[config.mk]
export PLATFORM = sky130hd
export DESIGN_NAME = bram_stream_reader_flat
export DESIGN_NICKNAME = d
export VERILOG_FILES = /design/src/rtl/bram_stream_reader_if.sv /design/src/rtl/bram_stream_reader.sv /design/src/flat_wrapper.sv
export SDC_FILE = /design/constraint.sdc
export NUM_CORES = 1
export LEC_CHECK = 0
export CORE_MARGIN = 3
export CORE_UTILIZATION = 35
export CTS_CLUSTER_SIZE = 16
export DETAILED_ROUTE_END_ITERATION = 12
export DONT_BUFFER_PORTS = 1
export MAX_ROUTING_LAYER = met4
export SETUP_SLACK_MARGIN = 0.05
export SLEW_MARGIN = 20
export SYNTH_ARGS = -nofsm -noshare
export SYNTH_HDL_FRONTEND = slang
export SYNTH_SLANG_ARGS = --single-unit
export TNS_END_PERCENT = 100
[constraint.sdc]
create_clock -name clock -period 4.08 [get_ports clock]
set_clock_uncertainty 0.2 [all_clocks]
set_input_delay 0.816 -clock clock [delete_from_list [all_inputs] [get_ports clock]]
set_output_delay 0.816 -clock clock [all_outputs]
set_load 0.02 [all_outputs]
[src/rtl/bram_stream_reader_if.sv]
// Stream interface carrying words out of the BRAM read sequencer.
// Latency: none (wires only).
// Backpressure: out_ready from the slave; the master holds out_data/out_valid while stalled.
// Signals: out_data (RAM_WIDTH), out_valid, out_ready, and out_last when
// BRAM_STREAM_READER_LAST_EN is defined.
interface bram_stream_reader_if #(
  parameter int RAM_WIDTH = 8
);
  logic [RAM_WIDTH-1:0] out_data;
  logic                 out_valid;
  logic                 out_ready;
`ifdef BRAM_STREAM_READER_LAST_EN
  logic                 out_last;

  modport master (output out_data, output out_valid, output out_last, input out_ready);
  modport slave  (input out_data, input out_valid, input out_last, output out_ready);
`else
  modport master (output out_data, output out_valid, input out_ready);
  modport slave  (input out_data, input out_valid, output out_ready);
`endif
endinterface

[src/rtl/bram_stream_reader.sv]
// Sequential BRAM reader: turns a (start_address, length) command into a valid/ready word stream.
// Latency: first out_valid two clock edges after the edge that accepts start; then 1 word/cycle.
// Backpressure: 3-entry skid FIFO; reads are issued only when FIFO + in-flight < 3, so out_ready
// never reaches the RAM controls combinationally.
//
// Ports: clock, reset_n (synchronous, active low); command: start, start_address, length,
// busy, done; RAM side: ram_enable, write_enable (tied 0), address, ram_data (1-cycle latency);
// stream: bram_stream_reader_if.master (out_data, out_valid, out_ready[, out_last]).
// Optional macro BRAM_STREAM_READER_LAST_EN adds out_last, high with the final word of a command.
module bram_stream_reader #(
  parameter int RAM_WIDTH     = 8,
  parameter int RAM_ADDR_BITS = 10
) (
  input  logic                     clock,
  input  logic                     reset_n,
  input  logic                     start,
  input  logic [RAM_ADDR_BITS-1:0] start_address,
  input  logic [RAM_ADDR_BITS:0]   length,
  output logic                     busy,
  output logic                     done,
  output logic                     ram_enable,
  output logic                     write_enable,
  output logic [RAM_ADDR_BITS-1:0] address,
  input  logic [RAM_WIDTH-1:0]     ram_data,
  bram_stream_reader_if.master     stream
);

  typedef enum logic [1:0] {
    IDLE  = 2'd0,
    READ  = 2'd1,
    DRAIN = 2'd2
  } state_t;

  localparam logic [RAM_ADDR_BITS-1:0] ADDR_ONE = 1;
  localparam logic [RAM_ADDR_BITS:0]   LEN_ONE  = 1;
  localparam logic [RAM_ADDR_BITS:0]   LEN_ZERO = 0;

  state_t                   state_q, state_d;
  logic [RAM_ADDR_BITS-1:0] ptr_q;
  logic [RAM_ADDR_BITS:0]   remaining_q;
  logic                     in_flight_q;
  logic [1:0]               count_q;
  logic [1:0]               wr_q;
  logic [1:0]               rd_q;
  logic [RAM_WIDTH-1:0]     buf_data_q [3];
  logic                     done_q;

  logic       issue;
  logic       accept;
  logic       accept_empty;
  logic       drain_done;
  logic       push;
  logic       pop;
  logic [2:0] occupancy;

  function automatic logic [1:0] bump(input logic [1:0] idx);
    return (idx == 2'd2) ? 2'd0 : idx + 2'd1;
  endfunction

  // Next state and read-issue decision, from registered state only.
  always_comb begin
    state_d      = state_q;
    issue        = 1'b0;
    accept       = 1'b0;
    accept_empty = 1'b0;
    drain_done   = 1'b0;
    // Words already buffered plus the one the RAM is producing must leave room.
    occupancy    = {1'b0, count_q} + {2'b00, in_flight_q};
    case (state_q)
      IDLE: begin
        if (start) begin
          if (length != LEN_ZERO) begin
            accept  = 1'b1;
            state_d = READ;
          end else begin
            accept_empty = 1'b1;
          end
        end
      end
      READ: begin
        if (remaining_q != LEN_ZERO && occupancy < 3'd3) begin
          issue = 1'b1;
          if (remaining_q == LEN_ONE) state_d = DRAIN;
        end
      end
      DRAIN: begin
        if (!in_flight_q && count_q == 2'd0) begin
          drain_done = 1'b1;
          state_d    = IDLE;
        end
      end
      default: state_d = IDLE;
    endcase
  end

  // The RAM answers one cycle after an issue; that is the push cycle.
  assign push = in_flight_q;
  assign pop  = stream.out_valid & stream.out_ready;

  always_ff @(posedge clock) begin
    if (!reset_n) begin
      state_q     <= IDLE;
      ptr_q       <= '0;
      remaining_q <= '0;
      in_flight_q <= 1'b0;
      count_q     <= 2'd0;
      wr_q        <= 2'd0;
      rd_q        <= 2'd0;
      done_q      <= 1'b0;
      for (int i = 0; i < 3; i++) buf_data_q[i] <= '0;
    end else begin
      state_q     <= state_d;
      done_q      <= accept_empty | drain_done;
      in_flight_q <= issue;
      if (accept) begin
        ptr_q       <= start_address;
        remaining_q <= length;
      end else if (issue) begin
        ptr_q       <= ptr_q + ADDR_ONE;   // wraps naturally at 2**RAM_ADDR_BITS
        remaining_q <= remaining_q - LEN_ONE;
      end
      if (push) begin
        buf_data_q[wr_q] <= ram_data;
        wr_q             <= bump(wr_q);
      end
      if (pop) rd_q <= bump(rd_q);
      if (push && !pop)      count_q <= count_q + 2'd1;
      else if (!push && pop) count_q <= count_q - 2'd1;
    end
  end

`ifdef BRAM_STREAM_READER_LAST_EN
  // Tag travels with the read so the final word is marked when it leaves the FIFO.
  logic       in_flight_last_q;
  logic [2:0] buf_last_q;

  always_ff @(posedge clock) begin
    if (!reset_n) begin
      in_flight_last_q <= 1'b0;
      buf_last_q       <= 3'b000;
    end else begin
      in_flight_last_q <= issue && (remaining_q == LEN_ONE);
      if (push) buf_last_q[wr_q] <= in_flight_last_q;
    end
  end

  assign stream.out_last = stream.out_valid & buf_last_q[rd_q];
`endif

  assign stream.out_valid = (count_q != 2'd0);
  assign stream.out_data  = buf_data_q[rd_q];
  assign busy             = (state_q != IDLE);
  assign done             = done_q;
  assign ram_enable       = issue;
  assign write_enable     = 1'b0;
  assign address          = ptr_q;

endmodule

[src/flat_wrapper.sv]
// flat-port wrapper written by rule: the top's interface ports become plain ports
module bram_stream_reader_flat 
#(
  parameter int RAM_WIDTH     = 8,
  parameter int RAM_ADDR_BITS = 10
)
  (clock, reset_n, start, start_address, length, busy, done, ram_enable, write_enable, address, ram_data, stream_out_data, stream_out_valid, stream_out_ready);
  bram_stream_reader_if #(.RAM_WIDTH(RAM_WIDTH)) stream_i ();
  input  logic clock;
  input  logic reset_n;
  input  logic start;
  input  logic [RAM_ADDR_BITS-1:0] start_address;
  input  logic [RAM_ADDR_BITS:0] length;
  output logic busy;
  output logic done;
  output logic ram_enable;
  output logic write_enable;
  output logic [RAM_ADDR_BITS-1:0] address;
  input  logic [RAM_WIDTH-1:0] ram_data;
  output wire logic [$bits(stream_i.out_data)-1:0] stream_out_data;
  output wire logic [$bits(stream_i.out_valid)-1:0] stream_out_valid;
  input wire logic [$bits(stream_i.out_ready)-1:0] stream_out_ready;
  assign stream_out_data = stream_i.out_data;
  assign stream_out_valid = stream_i.out_valid;
  assign stream_i.out_ready = stream_out_ready;
  bram_stream_reader #(.RAM_WIDTH(RAM_WIDTH), .RAM_ADDR_BITS(RAM_ADDR_BITS)) u_core (.clock(clock), .reset_n(reset_n), .start(start), .start_address(start_address), .length(length), .busy(busy), .done(done), .ram_enable(ram_enable), .write_enable(write_enable), .address(address), .ram_data(ram_data), .stream(stream_i));
endmodule
==> results of run 1 <==
cell type report:
type	count	area share (%)
clock buffer	9	3.56
clock inverter	7	2.66
inverter	10	1.08
multi-input combinational	202	41.2
sequential	65	46.6
tap	105	3.78
timing repair buffer	5	1.08
stage by stage:
step                      cell area [µm²]  setup WS, ps  instances
after floorplan                      3140          1300        287
after global placement               3260          1130        387
after detailed placement             3260          1060        387
after CTS                            3480           673        403
final                                3480           693        403
after global routing                 3480           485        403
cell usage after synthesis, types with 3 or more instances:
master	count
sky130_fd_sc_hd__inv_1	10
sky130_fd_sc_hd__nand2_1	19
sky130_fd_sc_hd__clkbuf_1	4
sky130_fd_sc_hd__or3_1	4
sky130_fd_sc_hd__or2_2	3
sky130_fd_sc_hd__nand2b_1	4
sky130_fd_sc_hd__nand4_1	3
sky130_fd_sc_hd__nor2_1	18
sky130_fd_sc_hd__nor3b_1	4
sky130_fd_sc_hd__or4_1	3
sky130_fd_sc_hd__or4_4	4
sky130_fd_sc_hd__edfxtp_1	32
sky130_fd_sc_hd__dfxtp_1	33
sky130_fd_sc_hd__nand3_1	5
sky130_fd_sc_hd__a31oi_1	7
sky130_fd_sc_hd__and2_1	26
sky130_fd_sc_hd__a21oi_1	14
sky130_fd_sc_hd__o21ai_0	17
sky130_fd_sc_hd__mux4_2	8
sky130_fd_sc_hd__buf_2	3
sky130_fd_sc_hd__o21ai_1	3
sky130_fd_sc_hd__nor3_1	10
sky130_fd_sc_hd__ha_1	7
power by group:
group / total, W / internal (W) / leakage, nW / switching [W]
logic: 0.000343 / 0.000140 / 0.512 / 0.000202
registers: 0.000829 / 0.000742 / 0.592 / 0.0000869
clock network: 0.000600 / 0.000344 / 0.105 / 0.000256
total: 0.00177 / 0.00123 / 1.21 / 0.000545
logic make-up (layout without fill, tap and decap cells):
logic type	count (synthesis)	in the layout
flip-flops	65	65
AO/OA/AOI/OAI	66	66
AND/OR/NAND/NOR	114	114
XOR/XNOR	4	4
multiplexers	10	10
buffers and inverters	20	31
adder cells (fa/ha/maj)	7	7
other	1	1
routing by layer:
metal / up-vias / track usage [%] / wire length [µm]
li1: 1093 / - / -
met1: 1048 / 16.3 / 2800
met2: 79 / 23.7 / 3370
met3: 5 / 6.71 / 711
met4: 0 / 3.83 / 60
met5: - / - / 0
worst register-to-register path, delay by kind of cell (launching register included):
kind	cells	cell delay (ps)
AO/OA/AOI/OAI	2	440
adder cells (fa/ha/maj)	1	220
buffers and inverters	3	640
flip-flops	1	310
AND/OR/NAND/NOR	3	1060
worst paths after layout:
check / to / slack [ps]
worst min register to register: u_core.remaining_q[3]$_SDFFE_PN0P_ / 290
worst max register to register: u_core.address[4]$_SDFFE_PN0P_ / 1160
worst min-delay path: u_core.remaining_q[3]$_SDFFE_PN0P_ / 290
worst max-delay path: ram_enable / 690
registers in the layout, summed over array words and instances (netlist names), named ones only:
name	count
u_core.count_q	2
u_core.state_q	2
u_core.in_flight_q	1
u_core.wr_q	2
u_core.remaining_q	11
u_core.rd_q	2
u_core.done	1
u_core.buf_data_q	32
u_core.address	10
==> out/qor.tcl, run 1 <==
set qor(cts.repair_timing.setup_buffer_count) 0
set qor(worst_r2r_startpoint) {u_core.remaining_q[1]$_SDFFE_PN0P_}
set qor(hold_viol) 0
set qor(fraction_of_layout_cells_with_a_size_suffix_above_1_pct) 15.8
set qor(drv.max_cap_violation_count) 0
set qor(num-nets-final) 333
set qor(layout_commonest_cell) {sky130_fd_sc_hd__dfxtp_1}
set qor(clock_tree.buffer_depth) 2
set qor(synth.net_count) 327
set qor(cts_tree) {yes}
set qor(synth-async-reset-ratio_pct) 0
set qor(ys_types) 58
set qor(worst_hold_path.num_cells) 2
set qor(timing.hold.worst.class) {reg -> reg}
set qor(synth_compound_area_share_pct) 14.4
set qor(timing.final.crit_share_pct) 83.0
set qor(critical_path.startpoint) {u_core.in_flight_q$_SDFF_PN0_}
set qor(final_max_tran_viols) 0
set qor(detailedRoute.firstIterationViolations) 93
set qor(number_of_antenna_violations_at_the_first_check_in_global_routing) 0
set qor(core_mm2) 0.00846
set qor(placement.io_buffers) 0
set qor(static-leakage-power_nw) 1.21
set qor(slew-limit-headroom_pct) 47.1
set qor(detail_route.wl_per_cell_um) 17.2
set qor(floorplan.die.width_um) 101
set qor(crit_required_ps) 3060
set qor(flow.area_growth_from_synthesis_pct) 10.7
set qor(antenna_cells_inserted) 0
set qor(row_count) 33
set qor(drt_pre_antenna_iters) 4
set qor(worst-path-max-fanout) 14
set qor(synth-seq-cells) 65
set qor(place.gp.congestion) 0.858
set qor(grt_overflow_total) 0
set qor(area.sequential_mm2) 0.00162
set qor(finalPower_w) 0.00177
set qor(grt_first_pass_wirelength_mm) 11.1
set qor(grt_setup_unrepaired) {false}
set qor(drc_errors) 0
set qor(worst_case_reg_to_reg_path_depth) 9
set qor(cts-resized-gates) 0
set qor(cp_top_family) {simple AND/OR/NAND/NOR gates}
set qor(avgSynthCellArea_um2) 10.9
set qor(fillers) 802
set qor(combinational_family_with_the_most_area_after_synthesis) {simple AND/OR/NAND/NOR gates}
set qor(timing.critical_path.depth) 6
set qor(mux_share_of_post_synthesis_cell_area_pct) 6.41
set qor(timing.fmax_mhz) 295
set qor(first_global_vias) 2191
set qor(boundaryPins) 56
set qor(grt_start_max_net_pins) 24
set qor(multi_input_comb_area_mm2) 0.00143
set qor(worst_path_arrival_ps) 2370
set qor(crit_top_cell) {sky130_fd_sc_hd__ha_1}
set qor(tritoncts_num_sinks) 65
set qor(timing.critical_path.to_type) {output port}
set qor(setup-tns-final_ps) 0
set qor(synth_seq_area_share_pct) 51.6
set qor(peakVddDrop_mv) 0.303
set qor(ys_warn_count) 0
set qor(mapped_cell_area_mm2) 0.00314
set qor(setup-violations-final) 0
set qor(postCtsHoldBufs) 0
set qor(initial_utilization_pct) 37.1
set qor(hold_path_startpoint) {u_core.remaining_q[3]$_SDFFE_PN0P_}
set qor(crit_slowest_cell) {sky130_fd_sc_hd__dfxtp_1}
set qor(ctsHtreeMaxLevel) 3
set qor(crit_chain) {ha_1 > ha_1 > a21oi_1 > and2_1 > nand2_1 > inv_1}
set qor(number_of_enable_type_register_cells_in_the_synthesized_netlist) 32
set qor(vias) 2225
set qor(synth_adder_area_share_pct) 2.79
set qor(final_cell_mix) {sky130_fd_sc_hd__dfxtp_1, sky130_fd_sc_hd__edfxtp_1, sky130_fd_sc_hd__and2_1, sky130_fd_sc_hd__nand2_1, sky130_fd_sc_hd__nor2_1}
set qor(tightest_slew_ps) 791
set qor(final_wl_mm) 6.93
set qor(yosys.area.top_type_share_pct) 30.6
set qor(post_drt_via_cell_ratio) 5.52
set qor(timing.hold.ws_ps) 286
set qor(ys_dominant_reg_cell) {sky130_fd_sc_hd__dfxtp_1}
set qor(power_per_cell_area_mw_per_mm2) 509
set qor(clk_transition_reported_paths_ps) 70
set qor(finalCriticalPeriod_ps) 3390
set qor(gate_count_of_the_mapped_netlist) 287
set qor(cts_inserted_buffers) 9
set qor(path_class) {reg -> out}
set qor(synth_simple_gate_area_share_pct) 20.8
set qor(synth_area_leader_cell) {sky130_fd_sc_hd__edfxtp_1}
set qor(cts_root_buf) {sky130_fd_sc_hd__clkbuf_8}
set qor(postRouteAntennaNets) 0
set qor(synth_area_leaders) {sky130_fd_sc_hd__edfxtp_1, sky130_fd_sc_hd__dfxtp_1, sky130_fd_sc_hd__mux4_2}
set qor(die_height_um) 101
set qor(crit_buf_inv) 1
set qor(post-dp-hpwl_mm) 4.93
set qor(timing.critical_path.from_type) {register}
set qor(clk-insertion-delay-late_ps) 340
set qor(outcome) {complete, no violations}
set qor(end_of_flow_core_utilization_pct) 41.1
set qor(timing.critical_path.slowest_cell_delay_ps) 470
set qor(globalRouteTotalUtil_pct) 14.6
set qor(post_synth_xor_area_fraction_pct) 1.12
set qor(die_area_mm2) 0.0101
Power figures use the tool's default switching activity.
==> inputs of run 2 (changes only) <==
==> constraint.sdc (replaced) <==
create_clock -name clock -period 2.9 [get_ports clock]
set_clock_uncertainty 0.2 [all_clocks]
set_input_delay 0.58 -clock clock [delete_from_list [all_inputs] [get_ports clock]]
set_output_delay 0.58 -clock clock [all_outputs]
set_load 0.02 [all_outputs]
==> out/qor.tcl, run 2 (synthesis results as in run 1) <==
set qor(postCtsHoldBufs) 0
set qor(detailedRoute.firstIterationViolations) 44
set qor(grt_overflow_total) 0
set qor(setup-violations-final) 0
set qor(path_class) {reg -> out}
set qor(worst-path-max-fanout) 9
set qor(fraction_of_layout_cells_with_a_size_suffix_above_1_pct) 19.4
set qor(vias) 2246
set qor(clk_transition_reported_paths_ps) 80
set qor(hold_viol) 0
set qor(finalCriticalPeriod_ps) 2690
set qor(cts_tree) {yes}
set qor(detail_route.wl_per_cell_um) 17.1
set qor(placement.io_buffers) 0
set qor(grt_setup_unrepaired) {false}
set qor(static-leakage-power_nw) 1.25
set qor(initial_utilization_pct) 37.1
set qor(drv.max_cap_violation_count) 0
set qor(grt_start_max_net_pins) 22
set qor(timing.hold.worst.class) {in -> reg}
set qor(layout_commonest_cell) {sky130_fd_sc_hd__dfxtp_1}
set qor(timing.critical_path.to_type) {output port}
set qor(first_global_vias) 2279
set qor(die_area_mm2) 0.0101
set qor(setup-tns-final_ps) 0
set qor(post_drt_via_cell_ratio) 5.49
set qor(postRouteAntennaNets) 0
set qor(boundaryPins) 56
set qor(final_wl_mm) 7.00
set qor(timing.critical_path.from_type) {register}
set qor(power_per_cell_area_mw_per_mm2) 733
set qor(post-dp-hpwl_mm) 5.10
set qor(place.gp.congestion) 0.939
set qor(num-nets-final) 339
set qor(clk-insertion-delay-late_ps) 340
set qor(grt_first_pass_wirelength_mm) 11.6
set qor(peakVddDrop_mv) 0.420
set qor(floorplan.die.width_um) 101
set qor(tritoncts_num_sinks) 65
set qor(antenna_cells_inserted) 0
set qor(ctsHtreeMaxLevel) 3
set qor(clock_tree.buffer_depth) 2
set qor(largest_reg_flops) 32
set qor(tightest_slew_ps) 812
set qor(cts_root_buf) {sky130_fd_sc_hd__clkbuf_8}
set qor(row_count) 33
set qor(number_of_antenna_violations_at_the_first_check_in_global_routing) 0
set qor(timing.final.crit_share_pct) 92.6
set qor(globalRouteTotalUtil_pct) 15.4
set qor(core_mm2) 0.00846
set qor(timing.fmax_mhz) 372
set qor(final_max_tran_viols) 0
set qor(outcome) {complete, no violations}
set qor(drt_pre_antenna_iters) 4
set qor(drc_errors) 0
set qor(flow.area_growth_from_synthesis_pct) 13.7
set qor(end_of_flow_core_utilization_pct) 42.2
set qor(slew-limit-headroom_pct) 45.6
set qor(worst_path_arrival_ps) 1910
set qor(crit_required_ps) 2120
set qor(cts_inserted_buffers) 9
set qor(final_cell_mix) {sky130_fd_sc_hd__dfxtp_1, sky130_fd_sc_hd__edfxtp_1, sky130_fd_sc_hd__and2_1, sky130_fd_sc_hd__nand2_1, sky130_fd_sc_hd__nor2_1}
set qor(die_height_um) 101
set qor(regMostFlops) {u_core.buf_data_q}
run 2: cell count changes in the layout (fill, tap and decap cells not counted), sizes merged:
cell,previous run,this run
clkbuf,9,10
clkinvlp,1,2
inv,12,11
clkinv,2,0
bufinv,2,3
buf,5,11
run 2: critical path, stage by stage (launching register included):
cell and delay, ps:
sky130_fd_sc_hd__dfxtp_1 350, sky130_fd_sc_hd__ha_1 210, sky130_fd_sc_hd__ha_1 300, sky130_fd_sc_hd__a21oi_2 170
sky130_fd_sc_hd__and2_4 200, sky130_fd_sc_hd__nand2_4 80, sky130_fd_sc_hd__inv_1 80, sky130_fd_sc_hd__buf_4 170
run 2: final timing paths:
check / cells after the start / from / slack (ps) / to
min: 0 / ram_data[2] / 120 / u_core.buf_data_q[3][2]$_DFFE_PP_
max reg2reg: 8 / u_core.count_q[0]$_SDFFE_PN0P_ / 360 / u_core.remaining_q[9]$_SDFFE_PN0P_
max: 7 / u_core.count_q[0]$_SDFFE_PN0P_ / 210 / ram_enable
min reg2reg: 1 / u_core.remaining_q[8]$_SDFFE_PN0P_ / 300 / u_core.remaining_q[8]$_SDFFE_PN0P_
run 2: stage by stage:
step / instances / worst slack (ps) / total power (W) / hold WS, ps / instance area (µm²)
floorplan: 287 / 359 / 0.00157 / 250 / 3140
global placement: 392 / 301 / 0.00167 / 270 / 3300
detailed placement: 392 / 267 / 0.00168 / 283 / 3300
CTS: 408 / 54.2 / 0.00264 / 102 / 3550
global route: 409 / 60.9 / 0.00276 / 95.7 / 3570
finish: 409 / 213 / 0.00262 / 123 / 3570
run 2: per-layer routing:
metal / vias up / share of wire (%) / track usage, %
li1: 1100 / - / -
met2: 60 / 46 / 23.7
met5: - / 0 / -
met3: 12 / 8.5 / 5.95
met4: 0 / 1.7 / 5.49
met1: 1074 / 44 / 18.3
run 2: final cells by class:
type | instances | area, µm²
clock inverter | 6 | 114
timing repair buffer | 11 | 82.6
inverter | 10 | 37.5
clock buffer | 10 | 128
sequential | 65 | 1620
tap | 105 | 131
fill | 815 | 4890
multi-input combinational | 202 | 1460
run 2: repair_timing:
item,CTS,global route
setup endpoints to repair,1,1
gates resized for setup,3,4
buffers inserted,0,1
pin swaps,0,1
run 2: power breakdown:
group / internal (W) / total (W) / switching [W]
clock network: 0.000574 / 0.000939 / 0.000365
registers: 0.00104 / 0.00116 / 0.000121
logic: 0.000219 / 0.000514 / 0.000295
